`src/rtl/updown_tick_counter_if.sv`:
```
// Control/status bundle for updown_tick_counter: divided clock, mode controls, count and pulses.
interface updown_tick_counter_if #(
   parameter int WIDTH = 4
);
   logic             clock_slow;
   logic             enable;
   logic             up_down;
   logic             load;
   logic [WIDTH-1:0] load_value;
   logic [WIDTH-1:0] count;
   logic             terminal;
   logic             step_seen;

   modport master (
      output clock_slow, enable, up_down, load, load_value,
      input  count, terminal, step_seen
   );

   modport slave (
      input  clock_slow, enable, up_down, load, load_value,
      output count, terminal, step_seen
   );
endinterface

```
`src/rtl/updown_tick_counter.sv`:
```
// Up/down modulo counter stepped by rising edges of clock_slow, sampled as data in the clock_in domain.
// Define UPDOWN_HOLD_AT_LIMIT_EN for a saturating counter instead of wrap-around.
module updown_tick_counter #(
   parameter int WIDTH       = 4,
   parameter int MAX_COUNT   = 9,
   parameter int SYNC_STAGES = 2
) (
   input  logic                  clock_in,
   input  logic                  reset,
   updown_tick_counter_if.slave  bus
);
   localparam logic [WIDTH-1:0] MAXV = WIDTH'(MAX_COUNT);

   logic [SYNC_STAGES-1:0] sync_q;
   logic [SYNC_STAGES-1:0] fill_q;
   logic                   prev_q;
   logic                   armed_q, armed_d;
   logic [WIDTH-1:0]       count_q, count_d;
   logic                   term_q, term_d;
   logic                   seen_q;
   logic                   s_last;
   logic                   step;

   // armed blocks a fake rise when clock_slow was already high at reset: it is
   // seeded from the raw level at the reset edge and set by the first genuine
   // low once the chain holds only post-reset samples (fill_q).
   assign s_last  = sync_q[SYNC_STAGES-1];
   assign step    = s_last & ~prev_q & armed_q;
   assign armed_d = armed_q | (fill_q[SYNC_STAGES-1] & ~s_last);

   always_comb begin
      count_d = count_q;
      term_d  = 1'b0;
      if (bus.load) begin
         count_d = (bus.load_value > MAXV) ? MAXV : bus.load_value;
      end else if (step && bus.enable) begin
         if (bus.up_down) begin
            if (count_q == MAXV) begin
               term_d = 1'b1;
`ifdef UPDOWN_HOLD_AT_LIMIT_EN
               count_d = MAXV;
`else
               count_d = '0;
`endif
            end else begin
               count_d = count_q + 1'b1;
            end
         end else begin
            if (count_q == '0) begin
               term_d = 1'b1;
`ifdef UPDOWN_HOLD_AT_LIMIT_EN
               count_d = '0;
`else
               count_d = MAXV;
`endif
            end else begin
               count_d = count_q - 1'b1;
            end
         end
      end
   end

   always_ff @(posedge clock_in) begin
      if (reset) begin
         sync_q  <= '0;
         fill_q  <= '0;
         prev_q  <= 1'b0;
         armed_q <= ~bus.clock_slow;
         count_q <= '0;
         term_q  <= 1'b0;
         seen_q  <= 1'b0;
      end else begin
         sync_q  <= {sync_q[SYNC_STAGES-2:0], bus.clock_slow};
         fill_q  <= {fill_q[SYNC_STAGES-2:0], 1'b1};
         prev_q  <= s_last;
         armed_q <= armed_d;
         count_q <= count_d;
         term_q  <= term_d;
         seen_q  <= step;
      end
   end

   assign bus.count     = count_q;
   assign bus.terminal  = term_q;
   assign bus.step_seen = seen_q;
endmodule

```
`src/flat_wrapper.sv`:
```
// flat-port wrapper written by rule: the top's interface ports become plain ports
module updown_tick_counter_flat 
#(
   parameter int WIDTH       = 4,
   parameter int MAX_COUNT   = 9,
   parameter int SYNC_STAGES = 2
)
  (clock_in, reset, bus_clock_slow, bus_enable, bus_up_down, bus_load, bus_load_value, bus_count, bus_terminal, bus_step_seen);
  updown_tick_counter_if #(.WIDTH(WIDTH)) bus_i ();
  input  logic clock_in;
  input  logic reset;
  input wire logic [$bits(bus_i.clock_slow)-1:0] bus_clock_slow;
  input wire logic [$bits(bus_i.enable)-1:0] bus_enable;
  input wire logic [$bits(bus_i.up_down)-1:0] bus_up_down;
  input wire logic [$bits(bus_i.load)-1:0] bus_load;
  input wire logic [$bits(bus_i.load_value)-1:0] bus_load_value;
  output wire logic [$bits(bus_i.count)-1:0] bus_count;
  output wire logic [$bits(bus_i.terminal)-1:0] bus_terminal;
  output wire logic [$bits(bus_i.step_seen)-1:0] bus_step_seen;
  assign bus_i.clock_slow = bus_clock_slow;
  assign bus_i.enable = bus_enable;
  assign bus_i.up_down = bus_up_down;
  assign bus_i.load = bus_load;
  assign bus_i.load_value = bus_load_value;
  assign bus_count = bus_i.count;
  assign bus_terminal = bus_i.terminal;
  assign bus_step_seen = bus_i.step_seen;
  updown_tick_counter #(.WIDTH(WIDTH), .MAX_COUNT(MAX_COUNT), .SYNC_STAGES(SYNC_STAGES)) u_core (.clock_in(clock_in), .reset(reset), .bus(bus_i));
endmodule
```
`config.mk`:
```
export PLATFORM = sky130hd
export DESIGN_NAME = updown_tick_counter_flat
export DESIGN_NICKNAME = d
export VERILOG_FILES = /design/src/rtl/updown_tick_counter_if.sv /design/src/rtl/updown_tick_counter.sv /design/src/flat_wrapper.sv
export SDC_FILE = /design/constraint.sdc
export NUM_CORES = 1
export LEC_CHECK = 0
export ABC_CLOCK_PERIOD_IN_PS = 3800
export CAP_MARGIN = 20
export CORE_AREA = 2 2 39 41
export DETAILED_ROUTE_END_ITERATION = 12
export DIE_AREA = 0 0 41 43
export MAX_ROUTING_LAYER = met4
export PLACE_DENSITY = 0.79
export SETUP_SLACK_MARGIN = 0.5
export SYNTH_ARGS = -nofsm -noshare
export SYNTH_HDL_FRONTEND = slang
export SYNTH_SLANG_ARGS = --single-unit
```
`constraint.sdc`:
```
create_clock -name clock_in -period 3.8 [get_ports clock_in]
set_input_delay 1.14 -clock clock_in [delete_from_list [all_inputs] [get_ports clock_in]]
set_output_delay 1.14 -clock clock_in [all_outputs]
set_load 0.02 [all_outputs]
```
==> results of run 1 <==
[area by class of cell]
cell class	instances	area, sq um	area share
Clock buffer	4	36.3	0.0455
Inverter	4	15.0	0.0188
Multi-Input combinational cell	49	335	0.421
Sequential cell	12	240	0.301
Tap cell	16	20.0	0.0251
Timing Repair Buffer	15	150	0.188
[synth_stat cells, types with 3 or more instances]
cell and number:
buf_4 3, dfxtp_1 12, inv_1 4, nand2_1 5
nor2_1 4, nor2b_1 3, nor3_1 4, o21ai_0 4
[per-stage QoR]
stage	std cells	setup WS [ns]
3_3_place_gp	96	1.15
6_report	100	1.07
5_1_grt	100	0.981
4_1_cts	100	1.07
2_1_floorplan	72	1.78
3_5_place_dp	96	1.09
[registers in the layout, indices dropped and copies added (netlist names)]
signal	flops
u_core.fill_q	2
u_core.prev_q	1
u_core.bus.terminal	1
u_core.sync_q	2
u_core.bus.step_seen	1
u_core.bus.count	4
u_core.armed_q	1
[worst reg2reg max path: stages (launching register included)]
cell       delay (ns)
dfxtp_1          0.59
nand4b_1         0.18
o21ai_2          0.11
a21oi_2          0.08
a2111oi_2        0.35
[cells by family (layout without fill, tap and decap cells)]
group | Yosys count | count (layout)
xor gates and xnor gates | 3 | 3
AOI/OAI and AO/OA | 21 | 21
and+or+nand+nor | 25 | 25
DFF | 12 | 12
buffers and inverters | 11 | 23
[layer usage]
layer | track usage | vias up | wire length [um]
met5 | - | - | 0
met4 | 0.0600 | 0 | 0
met3 | 0.0785 | 0 | 58
met2 | 0.231 | 14 | 529
met1 | 0.258 | 234 | 591
li1 | - | 281 | -
[worst min-delay path by stage]
| stage | start | to | slack [ns] | depth (start not counted) |
|---|---|---|---|---|
| after floorplan | u_core.prev_q$_SDFF_PP0_ | u_core.bus.step_seen$_SDFF_PP0_ | 0.39 | 1 |
| after global placement | u_core.prev_q$_SDFF_PP0_ | u_core.bus.step_seen$_SDFF_PP0_ | 0.40 | 1 |
| after detailed placement | u_core.prev_q$_SDFF_PP0_ | u_core.bus.step_seen$_SDFF_PP0_ | 0.41 | 1 |
| after CTS | u_core.prev_q$_SDFF_PP0_ | u_core.bus.step_seen$_SDFF_PP0_ | 0.42 | 1 |
| after global routing | u_core.prev_q$_SDFF_PP0_ | u_core.bus.step_seen$_SDFF_PP0_ | 0.45 | 1 |
| final | u_core.prev_q$_SDFF_PP0_ | u_core.bus.step_seen$_SDFF_PP0_ | 0.42 | 1 |
[power by group through the flow]
stage | Combinational, mW | Clock (mW) | Sequential (mW)
floorplan | 0.0366 | 0 | 0.142
global placement | 0.0483 | 0 | 0.146
detailed placement | 0.0491 | 0 | 0.146
CTS | 0.0493 | 0.103 | 0.143
global route | 0.0550 | 0.110 | 0.144
finish | 0.0490 | 0.0985 | 0.143
==> impl_results.md, run 1 <==
- Int Pwr: roughly 0.22 mW
- Synth cell types: 36
- Worst path depth: 1
- FMAX: about 0.37 GHz
- Status: finished clean
- Period minus WS final: 2.73 ns
- Nets: 95
- Clk_skew: around 0.0016 ns
- Die H: about 43 um
- Ys async rst share: 0
- Post-layout util: 0.576
- PwrDens: 364 nW/um^2
- Ratio of cells with drive above 1 in the final layout: 0.131
- Flop pwr share: 0.492
- Cell chain of the critical path: clkdlybuf4s50_1
- Die width: 41 um
- P_leak: between 0.2 and 0.3 nW
- Max FO, Critical Path: 11
- Top Ports: 16
- CORE AREA: 1380 sq um
- Switch Pwr: 0.0726 mW
- Vias: 529
- Seq cells post-synth: 12
- Slew Viols, Final: 0
- Worst-case clock buffer depth: 2
- Crit-path slowest cell: clkdlybuf4s50_1
- TritonCTS clock tree: done
- Global-route wire length before repair: just over 2 mm
- Antenna Cells: 0
- Fin area: approximately 800 sq um
- Worst path required time: between 2 and 3 ns
- Critical path's largest stage delay: ~0.70 ns
- Peak supply drop: approximately 300 uV
- Clk Latency, worst-skew pair: 0.27 ns
- Switching share of power: 0.250
- Adder and majority cell fraction of the synthesized area: 0
- Reg-to-Reg End: u_core.bus.count[3]$_SDFFE_PP0P_
- Worst path bufs/invs: 1
- Clk pwr share: 0.339
- Sink Count: 12
- Most common flop cell mapped by yosys: dfxtp_1
- YS warnings: 0
- Most frequent cells in the layout: clkdlybuf4s50_1 (15), dfxtp_1 (12), nand2_1 (5)
- Number of global-route vias before repair: between 400 and 500
- Setup Viol. Count Final: 0
- Post-synth EDFFs: 0
- Cells after synthesis: 72
- Starting density of the core: 0.466
- Fin. Hold Viols: 0
- Crit Path Class: flop to output pin
- Quantity of I/O buffers inserted on ports: 15
- Slew headroom: 0.676
- Comb pwr share: 0.169
- Syn_nets: between 80 and 90
- Synth Area in Compound Gates: 0.235
- CTS buffer count: 3
- Seq/Total Area, Yosys: 0.373
- Xor and xnor area share after synthesis: 0.0408
- Crit start category: flop
- Worst setup EP type: output pin
- Via/cell ratio: 5.29
- Most common cell after layout, fill and taps aside: clkdlybuf4s50_1
- Buffer count from post-CTS setup fixing: 0
- Min Hold Slack: 0.422 ns
- Pin count of the biggest net entering global routing: 13
- PostCTS Resize Cnt: 0
- Reg2Reg Setup Slack: 2.39 ns
- Final Wtd Congestion: 0.788
- Synth Cell Area: roughly 640 sq um
- Worst min path class: flop to flop
- Worst-margin pin slew: between 0.4 and 0.5 ns
- Period utilization: 0.718
- Worst-path clk slew: roughly 0.07 ns
- Critical path destination: bus_count[0]
- Antenna violations before repair: 0
- Cell count of the worst reg-to-reg path: 4
- DRC: 0
- Routed wire length: 1.18 mm
- Worst r2r src: u_core.bus.count[1]$_SDFFE_PP0P_
- Hold_buf cts: 0
- Worst setup path startpoint: u_core.bus.count[0]$_SDFFE_PP0P_
- HPWL Detailed: between 800 and 900 um
- Mux share of post-synthesis cell area: 0
- DIE AREA: 1760 sq um
- RSZ-0062 raised after global routing: false
- Area Growth Syn to Fin: 23.7%
- GR Overflow Total: 0
- TNS Setup: 0 ns
- Total power: roughly 0.29 mW
- Synth Area in Simple Gates: 0.245
- H-tree Lvls: 1
- Rows: 14
- Antenna-violating nets left: 0
- Cell area after placement: 761 sq um
- Clk root buf: clkbuf_4
- DR WL/cell: 11.8 um
- Area share of the largest cell type after synthesis: 0.373
- Initial DRC count: 9
- Gr usage total: 0.183
- Pre-antenna DRT Iters: 2
- Crit path DAT: 1.59 ns
- CP delay by family, top: buffers and inverters
- Max-cap viol count: 0
- Fill count: 132
- Synth area leaders: dfxtp_1 (37%), buf_4 (3.5%), buf_6 (3.5%)
- Largest area contributor in the netlist: dfxtp_1
- Avg Cell Area, Syn: 8.95 sq um
- Largest family of logic cells by synthesized area: simple AND/OR/NAND/NOR gates
Power figures use the tool's default switching activity.
==> run 2: changes to the inputs <==
ABC_CLOCK_PERIOD_IN_PS = 2700   (was 3800)
CORE_AREA = default   (was 2 2 39 41)
CORE_MARGIN = 1   (was default)
CORE_UTILIZATION = 46   (was default)
DIE_AREA = default   (was 0 0 41 43)
PLACE_DENSITY = 0.75   (was 0.79)
clock period = 2.7 ns   (was 3.8 ns; I/O delays follow)
==> run 2 against run 1 <==
  * Sequential share of layout area about the same
  * Clock power up 41%
  * Critical path type is now input pin to flop
  * Critical path depth up 4
  * Global-route usage up 0.75 points
  * Sequential power up 41%
  * First-iteration DRC count unchanged
  * Highest routed layer unchanged
  * Clock-buffer cell count unchanged
  * Clock skew down 0.00068 ns
  * Critical endpoint is now u_core.bus.count[3]$_SDFFE_PP0P_
  * Die area down 12%
  * Core utilization up 4.6 points
  * Register-to-register slack worse by 1.0 ns
==> impl_results.md, run 2 (synthesis results as in run 1) <==
- Worst-case clock buffer depth: 2 (unchanged)
- Crit path DAT: 2.26 ns (+0.67 ns)
- Nets: 96 (+1.1%)
- Sink Count: 12 (unchanged)
- Rows: 13 (-1)
- Status: finished clean
- Comb pwr share: 0.167 (-0.002)
- TritonCTS clock tree: done
- Crit Path Class: input pin to flop
- Worst min path class: flop to flop
- Pin count of the biggest net entering global routing: 13 (unchanged)
- Max-cap viol count: 0 (unchanged)
- Most common cell after layout, fill and taps aside: clkdlybuf4s50_1
- Ratio of cells with drive above 1 in the final layout: 0.176 (+0.0455)
- Setup WS pre-CTS: 0.298 ns (-0.796 ns)
- FMAX: about 0.48 GHz
- Period minus WS final: ~2.1 ns
- Antenna violations before repair: 0 (unchanged)
- Clk_skew: 0.000880 ns (-0.000681 ns)
- Flop pwr share: 0.494 (+0.002)
- Vias: 542 (+2.5%)
- Switch Pwr: 0.103 mW (+41%)
- Reg area: 244 sq um (+1.6%)
- DIE AREA: 1550 sq um (-12%)
- Slew headroom: 0.703 (+0.0269)
- Die H: 39.4 um (-8.3%)
- Final Wtd Congestion: 0.793 (+0.57%)
- DR WL/cell: 11.5 um (-2.7%)
- Clk root buf: clkbuf_4
- Number of global-route vias before repair: 452 (-4.8%)
- Fill count: 122 (-7.6%)
- RSZ-0062 raised after global routing: false
- DRC: 0 (unchanged)
- Clk pwr share: 0.339 (about the same)
- Quantity of I/O buffers inserted on ports: 15 (unchanged)
- Worst setup EP type: flop
- Hold path startpoint: u_core.prev_q$_SDFF_PP0_
- Slew Viols, Final: 0 (unchanged)
- Max FFs per register: 4 (unchanged)
- Area Growth Syn to Fin: 25.6%
- Worst r2r src: u_core.bus.count[3]$_SDFFE_PP0P_
- Fin. Hold Viols: 0 (unchanged)
- Int Pwr: 0.306 mW (+41%)
- Gr usage total: 0.190 (+0.00754)
- Hold_buf cts: 0 (unchanged)
- Min Hold Slack: 0.410 ns (-0.0123 ns)
- PwrDens: 505 nW/um^2 (+39%)
- TNS Setup: 0 ns (unchanged)
- H-tree Lvls: 1 (unchanged)
- Clk Latency, worst-skew pair: 0.26 ns (about the same)
- Most frequent cells in the layout: clkdlybuf4s50_1 (11), dfxtp_1 (9), nand2_1 (5)
- Crit start category: input pin
- Top Ports: 16 (unchanged)
- Routed wire length: 1.15 mm (-2.7%)
- Setup Viol. Count Final: 0 (unchanged)
- Global-route wire length before repair: 1.88 mm (-9.4%)
- Starting density of the core: 0.495 (+0.0296)
- Die width: 39.4 um (-3.8%)
- Worst-margin pin slew: 0.444 ns (-0.0411 ns)
- Footprint of the multi-input gates: 335 sq um (unchanged)
- Final worst setup slack: 0.597 ns (-0.473 ns)
- Period utilization: 0.779
- Placed Cells: 96 (unchanged)
- GR Overflow Total: 0 (unchanged)
- Initial DRC count: 9 (unchanged)
- Pre-antenna DRT Iters: 4 (+2)
- CTS buffer count: 3 (unchanged)
- CORE AREA: 1300 sq um (-6.0%)
- PostCTS Resize Cnt: 5 (+5)
- P_leak: 0.332 nW (+15%)
- Max FO, Critical Path: 11 (unchanged)
- Peak supply drop: 361 uV (+24%)
- HPWL Detailed: 875 um (+1.3%)
- Worst-path clk slew: 0.07 ns (about the same)
- Worst setup path startpoint: bus_up_down
- Worst path required time: 2.86 ns (+0.20 ns)
- Switching share of power: 0.251 (+0.000680)
- Antenna Cells: 0 (unchanged)
- Via/cell ratio: 5.42 (+2.5%)
- Antenna-violating nets left: 0 (unchanged)
- Buffer count from post-CTS setup fixing: 0 (unchanged)
- Non-filler instance count after layout: 100 (unchanged)
==> run 2: changes by cell type in the layout (fill, tap and decap cells not counted), sizes merged <==
cell           previous run  this run
buf                       0         1
dlymetal6s2s              0         2
dlygate4sd2               0         2
clkdlybuf4s50            15        11
==> run 2: routing by layer <==
layer	GRT usage	routed length, um
met5	-	0
met1	0.221	561
met2	0.295	521
met4	0.0517	0
met3	0.0852	64
==> run 2: worst paths after layout <==
check / cells after the start / slack (ns) / to
max: 5 / 0.60 / u_core.bus.count[3]$_SDFFE_PP0P_
min: 1 / 0.41 / u_core.bus.step_seen$_SDFF_PP0_
max reg2reg: 4 / 1.38 / u_core.bus.count[3]$_SDFFE_PP0P_
min reg2reg: 1 / 0.41 / u_core.bus.step_seen$_SDFF_PP0_
==> run 2: cell type report <==
| type | count | area share |
|---|---|---|
| Sequential cell | 12 | 0.301 |
| Clock buffer | 4 | 0.0448 |
| Timing Repair Buffer | 16 | 0.198 |
| Multi-Input combinational cell | 49 | 0.414 |
| Inverter | 4 | 0.0185 |
| Tap cell | 15 | 0.0232 |
==> run 2: through the flow <==
step | power, mW | util | instance area (sq um)
2_1_floorplan | 0.251 | - | 644
3_3_place_gp | 0.274 | 0.589 | 767
3_5_place_dp | 0.276 | 0.589 | 767
4_1_cts | 0.416 | 0.618 | 805
5_1_grt | 0.430 | 0.622 | 810
6_report | 0.409 | 0.622 | 810
==> run 2: power groups by stage <==
| stage | Clock [mW] | Sequential [mW] | Combinational (mW) |
|---|---|---|---|
| 5_1_grt | 0.150 | 0.204 | 0.0754 |
| 4_1_cts | 0.145 | 0.202 | 0.0691 |
| 3_5_place_dp | 0 | 0.205 | 0.0702 |
| 3_3_place_gp | 0 | 0.205 | 0.0690 |
| 2_1_floorplan | 0 | 0.200 | 0.0515 |
| 6_report | 0.139 | 0.202 | 0.0682 |
==> run 2: worst max-delay path, stage by stage <==
cell and delay (ns):
clkdlybuf4s50_1 0.74, nand4b_1 0.17, o21ai_2 0.09, a21oi_2 0.08
a2111oi_2 0.37
